### src/rtl/cpu_sequencer.sv
// Instruction sequencer: FETCH -> EXEC1 -> (EXEC2) with STP halt, resume, single-step and stall.
// Optional retired-instruction / cycle counters are built only when SEQ_PERF_COUNTERS_EN is defined.
module cpu_sequencer #(
    parameter logic [5:0] STP_OPCODE = 6'd39,
    parameter int         CNT_W      = 16
) (
    input  logic             clk,
    input  logic             reset,
    input  logic             sm_extra,
    input  logic [5:0]       encoded_opcode,
    input  logic             stall,
    input  logic             resume,
    input  logic             step_mode,
    input  logic             cnt_clr,
    output logic [1:0]       state,
    output logic             halted,
    output logic             retire,
    output logic [CNT_W-1:0] instr_count,
    output logic [CNT_W-1:0] cycle_count
);

    // Encodings are fixed by the instruction decoder that consumes `state`.
    typedef enum logic [1:0] {
        FETCH = 2'b00,
        EXEC1 = 2'b10,
        EXEC2 = 2'b01,
        HALT  = 2'b11
    } seq_state_t;

    seq_state_t state_q;
    seq_state_t state_d;
    logic       retire_d;

    // NOTE: every combinational output gets a default before the case so no path
    // leaves it unassigned; otherwise synthesis infers a latch.
    always_comb begin
        state_d  = state_q;
        retire_d = 1'b0;
        if (!stall) begin
            case (state_q)
                FETCH: state_d = EXEC1;
                EXEC1: begin
                    if (encoded_opcode == STP_OPCODE) begin
                        state_d  = HALT;
                        retire_d = 1'b1;
                    end else if (sm_extra) begin
                        state_d = EXEC2;
                    end else begin
                        state_d  = step_mode ? HALT : FETCH;
                        retire_d = 1'b1;
                    end
                end
                EXEC2: begin
                    state_d  = step_mode ? HALT : FETCH;
                    retire_d = 1'b1;
                end
                HALT:    if (resume) state_d = FETCH;
                default: state_d = FETCH;
            endcase
        end
    end

    // NOTE: sequential state uses non-blocking assignments so every register
    // samples the pre-edge values, independent of statement order.
    always_ff @(posedge clk) begin
        if (reset) state_q <= FETCH;
        else       state_q <= state_d;
    end

    assign state  = state_q;
    assign halted = (state_q == HALT);
    // Reset wins over a completing instruction in the same cycle.
    assign retire = retire_d && !reset;

`ifdef SEQ_PERF_COUNTERS_EN
    logic [CNT_W-1:0] instr_q;
    logic [CNT_W-1:0] cycle_q;

    always_ff @(posedge clk) begin
        if (reset || cnt_clr) begin
            instr_q <= '0;
            cycle_q <= '0;
        end else begin
            if (retire_d)                  instr_q <= instr_q + CNT_W'(1);
            if (!stall && state_q != HALT) cycle_q <= cycle_q + CNT_W'(1);
        end
    end

    assign instr_count = instr_q;
    assign cycle_count = cycle_q;
`else
    logic unused_cnt_clr;
    assign unused_cnt_clr = cnt_clr;
    assign instr_count    = '0;
    assign cycle_count    = '0;
`endif

endmodule

### config.mk
export PLATFORM = sky130hd
export DESIGN_NAME = cpu_sequencer
export DESIGN_NICKNAME = d
export VERILOG_FILES = /design/src/rtl/cpu_sequencer.sv
export SDC_FILE = /design/constraint.sdc
export NUM_CORES = 1
export LEC_CHECK = 0
export CAP_MARGIN = 30
export CORE_MARGIN = 1
export CORE_UTILIZATION = 28
export DETAILED_ROUTE_END_ITERATION = 10
export HOLD_SLACK_MARGIN = 0.08
export PLACE_DENSITY_LB_ADDON = 0.12
export SYNTH_ARGS = -nofsm -noshare
export SYNTH_HDL_FRONTEND = slang
export SYNTH_SLANG_ARGS = --single-unit
### constraint.sdc
create_clock -name clk -period 1.8 [get_ports clk]
set_input_delay 0.36 -clock clk [delete_from_list [all_inputs] [get_ports clk]]
set_output_delay 0.36 -clock clk [all_outputs]
set_load 0.005 [all_outputs]
After elaboration in Yosys (flattened, before gate mapping)
Index checks and enable logic that the tools add are counted.
Widths: inputs -> output; s select.
- eq/ne operators: 5
- reductions and logical operators: 4
- mux-type cells: 9
- bitwise gates (word level): 1
- operator list (kind ; number):
    $mux 2 ; 4
    $pmux 2 s4 ; 1
    $eq 6x6->1 const B ; 1
    $eq 2x2->1 const B ; 2
    $mux 1 ; 3
    $eq 2x1->1 const B ; 1
    $logic_not 2->1 ; 1
    $ne 2x2->1 const B ; 1
    $pmux 1 s2 ; 1
    $reduce_and 2->1 ; 1
    $logic_and 1x1->1 ; 1
    $logic_not 1->1 ; 1
    $not 1->1 ; 1
- output and inout port bits: 36
- input bits: 13
- word-level logic and storage cells: 20
- flip-flop bits (word level): 2

Logic depth before layout (Yosys ltp)
Gate-level depths: netlist of the first run.
- depth after elaboration: 5
- gate-level depth with buffers: 5
- depth with buffers taken out: 5

Worst setup path after synthesis of the first run
OpenSTA, ideal clock, no wires.
- kind: in2out
- from: in encoded_opcode[3]
- to: out retire
- stages: 3
- path buffers: 0
- arrival time: 1.046 ns
- path slack: 0.394 ns
- data required time: 1.440 ns
- cells stage by stage: and4b_1 -> a311oi_1 -> nor4b_1
- longest elaborated chain between the ends: 5
- ends and longest elaborated chain (element ; RTL line ; RTL):
    from (decl) ; 10 ; input logic [5:0] encoded_opcode,
    $eq 6x6->1 ; 43 ; if (encoded_opcode == STP_OPCODE) begin
    $mux 1 ; 43 ;
    $pmux 1 s2 ; 40 ; case (state_q)
    $mux 1 ; 39 ; if (!stall) begin
    $logic_and 1x1->1 ; 73 ; assign retire = retire_d && !reset;
    to (decl) ; 17 ; output logic retire,
Every way passes these cells.

Final worst setup path of the first run
Ends and elaborated chain as after synthesis.

==> flow_summary.ini, run 1 <==
[timing]
finClkSkew_ps = 3.43
finalHoldViolations = 0
finalSetupViolations = 0
worst_slack_ps = 6.25
finalSetupTns_ps = 0
max_clock_freq_mhz = 557
period_share_pct = 99.7
final_max_slew_viol_count = 0
period_needed_ps = 1790

[detailed_routing]
avgViaCountPerCell = 3.73
wl_per_cell_um = 8.26
postRouteAntennaNets = 0
first_iter_violations = 15
drt_first_pass_iters = 7
vias = 380
drc = 8
routed_wl_um = 843

[worst_setup_path]
cp_cell_sequence = dlygate4sd2_1 > and4b_1 > a311oi_2 > nor4b_2 > buf_2
cp_data_arrival_time_ps = 1430
crit_required_ps = 1440
critical_path.slowest_cell = nor4b_2
r2r_slack_ps = 210
cp-end-kind = output pin
slowest_delay_ps = 300
reg2reg_depth = 6
endpoint = retire
r2r_end = state[0]$_SDFFE_PP0P_
setup.worst_path.start = encoded_opcode[3]
critPathLaunchType = input port
r2r_start = state[1]$_SDFFE_PP0P_
path_max_fanout = 2
worstSetupPathType = input port to output pin

[global_routing]
antenna_found_initial = 0
grt-ovfl-total = 0
grt.total_usage_pct = 8.68
grt_pass1_wl_um = 1240
grt_pass1_vias = 317
grt_max_degree = 5

[logic_synthesis]
syn_avg_cell_area_um2 = 7.88
yosysUniqueCellTypes = 19
synthAdderAreaFrac_pct = 10.4
synth_area_um2 = 480
synth_compound_area_share_pct = 13.5
yosysSeqAreaShare_pct = 8.33
synth-seq-cells = 2
synth_top_family_by_area = buffers and inverters
yosysWarnings = 0
muxShareOfSynthArea_pct = 0
synth-edff-count = 0
synthSimpleGateAreaFrac_pct = 12.2
async_reset_ff_share_pct = 0
synthFlopType = dfxtp_1
synth_xor_xnor_area_share_pct = 0
synthCells = 61

[pwr]
ir_worst_vdd_uv = 346
internal_power_w = 0.000166
finalPower_w = 0.000231
cellPowerDensity_mw_per_mm2 = 376
clockPowerShare_pct = 41.7
switching_share_pct = 28.2
p_sw_w = 0.0000652
p_leak_nw = 0.331
comb_power_share_pct = 36.8
seqPwrFrac_pct = 21.6

[final_layout]
antenna_cells = 0
seqCellArea_um2 = 41.3
final_common_cell = conb_1
final_cell_mix = 32 x conb_1, 10 x clkdlybuf4s50_1, 8 x buf_4, 6 x inv_1, 4 x dlygate4sd2_1
multi_input_area_um2 = 309
areaGrowthSynthToFinish_pct = 28.1
drive_above_1_share_pct = 19.8
largest_reg_flops = 2
final_net_count = 105
nFillCells = 170
fin_cells = 102

[cts]
cts_made_buffers = 3
clk_latency_ps = 220
tritoncts = done
cts_sinks = 2
cts_setup_buffers = 0
hold_buffers = 0
cts-root-buf = clkbuf_4
htreeDepth = 1
cts_buffer_depth = 2
clk_pin_slew_worst_paths_ps = 30

[floorplanning]
io_pins = 49
initial_core_util_pct = 30.8
coreArea_mm2 = 0.00156
die_area_mm2 = 0.00189
die_y_um = 43.4
die_x_um = 43.4
row_count = 14

[hold_path]
hold_depth = 2
hp-class = register to register

[job]
drv_cap = 0

[status]
violations = DRC
status = finished, violations left

[place]
gp_congestion = 0.667
portBuffers = 15
hpwl_um = 690
dpl.cell_count = 99
dpl_worst_slack_ps = -579
-- timing repair --
item                                    CTS  global route
endpoints found under the setup margin    2             2
gates resized for setup                   9             3
cloned                                    0             0
pin swaps                                 3             1
-- worst max-delay path, delay by kind of cell --
kind            cells  cell delay (ps)
simple gates        2              570
compound gates      1              110
buf+inv             2              380
-- how the worst min path moves through the flow --
stage                          start                    end
2_1_floorplan                  reset  state[1]$_SDFFE_PP0P_
3_3_place_gp   state[0]$_SDFFE_PP0P_  state[0]$_SDFFE_PP0P_
3_5_place_dp   state[1]$_SDFFE_PP0P_  state[1]$_SDFFE_PP0P_
4_1_cts        state[1]$_SDFFE_PP0P_  state[1]$_SDFFE_PP0P_
5_1_grt        state[0]$_SDFFE_PP0P_  state[0]$_SDFFE_PP0P_
6_report       state[1]$_SDFFE_PP0P_  state[1]$_SDFFE_PP0P_
-- per-layer routing --
| metal | vias up | part of all wire, % | GRT usage (%) |
|---|---|---|---|
| li1 | 190 | - | - |
| met1 | 161 | 37 | 9.80 |
| met2 | 29 | 55 | 16.1 |
| met3 | 0 | 8.1 | 2.50 |
| met4 | 0 | 0 | 1.88 |
| met5 | - | 0 | 0 |
-- synth_stat cells, types with 2 or more instances --
cell type	instances	area, um^2
buf_4	32	240
ha_1	4	50.1
a21oi_1	2	10.0
inv_1	6	22.5
dfxtp_1	2	40.0
a311oi_1	2	17.5
-- cells by family after synthesis --
family	Yosys count
AO/OA/AOI/OAI	9
buffers and inverters	38
adder cells (fa/ha/maj)	4
flip-flops	2
AND/OR/NAND/NOR	7
other	1
-- power groups by stage --
stage          registers [W]  clock network (W)   logic, W
6_report           0.0000499          0.0000963  0.0000850
5_1_grt            0.0000506           0.000106  0.0000973
4_1_cts            0.0000495           0.000101  0.0000807
3_5_place_dp       0.0000501                  0  0.0000834
3_3_place_gp       0.0000501                  0  0.0000850
2_1_floorplan      0.0000503                  0  0.0000841
-- cell type report --
cell class / count / share of cell area (%)
sequential: 2 / 6.71
multi-input combinational: 52 / 50.2
tap: 16 / 3.25
clock buffer: 3 / 3.66
timing repair buffer: 23 / 32.5
inverter: 6 / 3.66
-- per-stage QoR --
step                      util, %  hold slack, ps  instance area (um^2)
after floorplan                 -             432                   597
after detailed placement     37.6             564                   587
after global routing         39.5             597                   616
after CTS                    38.6             568                   602
after global placement       37.6             583                   587
final                        39.5             543                   616
Power figures use the tool's default switching activity.
==> run 2, diff against run 1 <==
--- a/config.mk
+++ b/config.mk
@@ -6,6 +6,7 @@
 export NUM_CORES = 1
 export LEC_CHECK = 0
 export CAP_MARGIN = 30
+export CORE_ASPECT_RATIO = 1.2
 export CORE_MARGIN = 1
 export CORE_UTILIZATION = 28
 export DETAILED_ROUTE_END_ITERATION = 10
==> run 2 against run 1 <==
The flow now finishes without violations. Setup slack improved by 53 ps. Utilization decreased by 2.5 points. Power down 2.5%. Critical path type is now register to output pin. Maximum frequency rose by 3.0%. Clock power down 2%. Register-to-register slack better by 70 ps. Final cell count up 0.98%. Via count decreased by 1.1%.
==> flow_summary.ini, run 2 (synthesized netlist as in run 1, its figures left out) <==
[status]
status = completed

[worst_setup_path]
r2r_start = state[0]$_SDFFE_PP0P_
cp_data_arrival_time_ps = 1380
r2r_slack_ps = 280
critPathLaunchType = register
cp-end-kind = output pin
worstSetupPathType = register to output pin
crit_required_ps = 1440
reg2reg_depth = 6
path_max_fanout = 4
r2r_end = state[0]$_SDFFE_PP0P_

[final_layout]
fin_cells = 103
final_common_cell = conb_1
largest_reg_flops = 2
areaGrowthSynthToFinish_pct = 24.7
drive_above_1_share_pct = 16.5
final_util_pct = 37.0
nFillCells = 187
antenna_cells = 0
final_cell_mix = 32 x conb_1, 10 x clkdlybuf4s50_1, 7 x buf_4, 6 x inv_1
final_net_count = 104

[timing]
finClkSkew_ps = 1.34
finalSetupViolations = 0
max_clock_freq_mhz = 574
worst_slack_ps = 59.1
whs_ps = 565
rsz0062_at_grt = false
finalHoldViolations = 0
period_share_pct = 96.7
final_max_slew_viol_count = 0
period_needed_ps = 1740

[place]
hpwl_um = 689
dpl_worst_slack_ps = -575
portBuffers = 15
dpl.cell_count = 100
gp_congestion = 0.693

[detailed_routing]
avgViaCountPerCell = 3.65
drc = 0
postRouteAntennaNets = 0
drt_first_pass_iters = 3
first_iter_violations = 8
routed_wl_um = 744
wl_per_cell_um = 7.22
vias = 376

[floorplanning]
coreArea_mm2 = 0.00162
die_x_um = 39.8
die_y_um = 47.4
initial_core_util_pct = 29.6
die_area_mm2 = 0.00189
row_count = 16
io_pins = 49

[hold_path]
whs_endpoint = state[1]$_SDFFE_PP0P_
hp-class = register to register
hold_depth = 2
worstHoldStart = state[1]$_SDFFE_PP0P_

[cts]
htreeDepth = 1
clk_latency_ps = 220
clk_pin_slew_worst_paths_ps = 30
cts_setup_buffers = 0
tritoncts = done
cts-root-buf = clkbuf_4
cts_made_buffers = 3
cts_sinks = 2
hold_buffers = 0
cts_buffer_depth = 2

[global_routing]
grt_max_degree = 5
antenna_found_initial = 0
grt.total_usage_pct = 7.84
grt-ovfl-total = 0
grt_pass1_vias = 305
grt_pass1_wl_um = 1030

[job]
drv_cap = 0

[pwr]
finalPower_w = 0.000225
p_leak_nw = 0.323
ir_worst_vdd_uv = 205
cellPowerDensity_mw_per_mm2 = 376
## run 2: cell types whose count changed in the layout (fill, tap and decap cells not counted), sizes merged
| cell | delta |
|---|---|
| clkdlybuf4s15 | +1 |
| buf | -1 |
| dlygate4sd2 | -1 |
## run 2: metal layers
| layer | vias to the layer above | part of all wire (%) | global-route usage (%) |
|---|---|---|---|
| met5 | - | 0 | 0 |
| met4 | 0 | 0 | 4.14 |
| met3 | 0 | 9.5 | 0 |
| met2 | 30 | 55 | 17.7 |
| met1 | 159 | 35 | 6.23 |
| li1 | 187 | - | - |
## run 2: layout make-up
cell class	count	area, um^2	area share [%]
clock buffers	3	22.5	3.76
inverters	6	22.5	3.76
multi-input cells	52	297	49.5
flip-flops and latches	2	41.3	6.89
well taps	18	22.5	3.76
repair buffers	22	194	32.4
## run 2: through the flow
| step | cell area (um^2) | setup TNS, ps |
|---|---|---|
| 3_5_place_dp | 582 | -591 |
| 6_report | 599 | 0 |
| 5_1_grt | 599 | 0 |
| 3_3_place_gp | 582 | -601 |
| 4_1_cts | 594 | 0 |
| 2_1_floorplan | 597 | 0 |
## run 2: worst max path at each step
stage	start	slack, ps	end	cells past startpoint
finish	state[0]$_SDFFE_PP0P_	60	halted	3
floorplan	encoded_opcode[3]	390	retire	3
detailed placement	encoded_opcode[1]	-580	retire	5
global placement	encoded_opcode[0]	-550	retire	5
global route	state[0]$_SDFFE_PP0P_	7	halted	3
CTS	encoded_opcode[3]	10	retire	5
## run 2: where the power goes
part | switching (W) | total (W) | internal [W]
sequential | 0.00000216 | 0.0000497 | 0.0000475
combinational | 0.0000372 | 0.0000810 | 0.0000438
clock | 0.0000215 | 0.0000947 | 0.0000732
total | 0.0000608 | 0.000225 | 0.000164
## run 2: critical path, cell delays in order (launching register included)
cell and delay (ps):
dfxtp_1 350, buf_4 130, ha_2 190, clkdlybuf4s50_1 500
## run 2: timing repair
item | in CTS | in global routing
pin swaps | 3 | 2
resized for setup | 8 | 3
endpoints found under the setup margin | 1 | 2
==> run 3, diff against run 2 <==
--- a/config.mk
+++ b/config.mk
@@ -8,7 +8,8 @@
 export CAP_MARGIN = 30
 export CORE_ASPECT_RATIO = 1.2
 export CORE_MARGIN = 1
-export CORE_UTILIZATION = 28
+export CORE_UTILIZATION = 29
+export CTS_BUF_LIST = sky130_fd_sc_hd__clkbuf_8
 export DETAILED_ROUTE_END_ITERATION = 10
 export HOLD_SLACK_MARGIN = 0.08
 export PLACE_DENSITY_LB_ADDON = 0.12
==> run 3 against run 2 <==
Register-to-register slack barely moved. Cell area is 2.9% higher. Utilization rose by 4.6 points. Sequential share of layout area fell by 0.40 points. Critical path type unchanged. Clock skew is 1.7 ps higher. Largest power group unchanged.
==> flow_summary.ini, run 3 (synthesized netlist as in run 1, its figures left out) <==
[status]
status = completed

[cts]
cts_buffer_depth = 2
hold_buffers = 0
htreeDepth = 1
tritoncts = done
clk_latency_ps = 210
cts_made_buffers = 3
clk_pin_slew_worst_paths_ps = 30
cts_sinks = 2
cts-root-buf = clkbuf_8

[final_layout]
nFillCells = 163
largest_reg_flops = 2
multi_input_area_um2 = 299
final_cell_mix = 32 x conb_1, 10 x clkdlybuf4s50_1, 7 x buf_4, 6 x inv_1, 4 x dlygate4sd2_1
antenna_cells = 0
fin_cells = 102
final_net_count = 104
postLayoutCellArea_um2 = 617
final_util_pct = 41.6
drive_above_1_share_pct = 16.5
final_common_cell = conb_1
seqCellArea_um2 = 40.0
areaGrowthSynthToFinish_pct = 28.4

[timing]
final_max_slew_viol_count = 0
finalHoldViolations = 0
worst_slack_ps = 62.6
finClkSkew_ps = 3.05
period_needed_ps = 1740
finalSetupViolations = 0
period_share_pct = 96.5
max_clock_freq_mhz = 576

[place]
dpl.cell_count = 99
hpwl_um = 690
postPlaceCellArea_um2 = 581
portBuffers = 15
gp_congestion = 0.774
dpl_worst_slack_ps = -547

[worst_setup_path]
critical_path.slowest_cell = clkdlybuf4s50_1
crit_required_ps = 1440
slowest_delay_ps = 500
cp-end-kind = output pin
path_max_fanout = 4
critPathLaunchType = register
cp_cell_sequence = buf_4 > ha_2 > clkdlybuf4s50_1
cp_data_arrival_time_ps = 1380
worstSetupPathType = register to output pin

[detailed_routing]
wl_per_cell_um = 7.83
drc = 0
avgViaCountPerCell = 3.72
postRouteAntennaNets = 0
routed_wl_um = 799
drt_first_pass_iters = 3
first_iter_violations = 5
vias = 379

[pwr]
internal_power_w = 0.000231
cellPowerDensity_mw_per_mm2 = 492
ir_worst_vdd_uv = 359
switching_share_pct = 24.0
p_leak_nw = 0.330
clockPowerShare_pct = 57.3
p_sw_w = 0.0000727
comb_power_share_pct = 26.5
finalPower_w = 0.000304
seqPwrFrac_pct = 16.1

[floorplanning]
die_y_um = 46.6
row_count = 15
die_x_um = 39.2
die_area_mm2 = 0.00182
initial_core_util_pct = 32.4
coreArea_mm2 = 0.00148
io_pins = 49

[global_routing]
grt_max_degree = 5
grt_pass1_vias = 314
grt-ovfl-total = 0
grt_pass1_wl_um = 1210
antenna_found_initial = 0
grt.total_usage_pct = 9.75

[job]
drv_cap = 0

[hold_path]
hp-class = register to register
[run 3: layout make-up]
cell class	instances	share of cell area, %
clock buffers	3	6.69
well taps	17	3.45
multi-input cells	52	48.5
repair buffers	22	31.2
flip-flops and latches	2	6.49
inverters	6	3.65
[run 3: power by group through the flow]
stage	combinational [W]	sequential, W	clock (W)
2_1_floorplan	0.0000841	0.0000503	0
3_3_place_gp	0.0000832	0.0000494	0
3_5_place_dp	0.0000826	0.0000493	0
4_1_cts	0.0000797	0.0000488	0.000178
5_1_grt	0.0000946	0.0000495	0.000182
6_report	0.0000805	0.0000490	0.000174
[run 3: metal layers]
metal	wire [um]	share of wire, %	up-vias	GRT usage (%)
met5	0	0	-	0
met4	0	0	0	2.07
met3	90	11	0	4.35
met2	416	52	32	16.7
met1	291	36	160	11.0
li1	-	-	187	-
[run 3: worst max-delay path: cells and delay by family (launching register included)]
kind | cells | cell delay (ps)
buffers and inverters | 2 | 640
adder cells (fa/ha/maj) | 1 | 190
flip-flops | 1 | 350
[run 3: path summary, 6_finish.rpt]
check,from,end,slack [ps],cells past startpoint
setup / recovery,state[1]$_SDFFE_PP0P_,halted,60,3
setup reg to reg,state[1]$_SDFFE_PP0P_,state[0]$_SDFFE_PP0P_,290,5
hold reg to reg,state[0]$_SDFFE_PP0P_,state[0]$_SDFFE_PP0P_,570,2
hold / removal,state[0]$_SDFFE_PP0P_,state[0]$_SDFFE_PP0P_,570,2
[run 3: timing repair]
item                       4_1_cts  5_1_grt
setup buffers                    0        0
hold endpoints to repair         0        0
setup endpoints to repair        1        2
gates resized for setup          8        2
cloned                           0        0
pin swaps                        3        0
[run 3: through the flow]
stage / TNS (ps) / hold slack, ps
2_1_floorplan: 0 / 432
3_3_place_gp: -522 / 579
3_5_place_dp: -547 / 571
4_1_cts: 0 / 570
5_1_grt: -9.97 / 623
6_report: 0 / 569
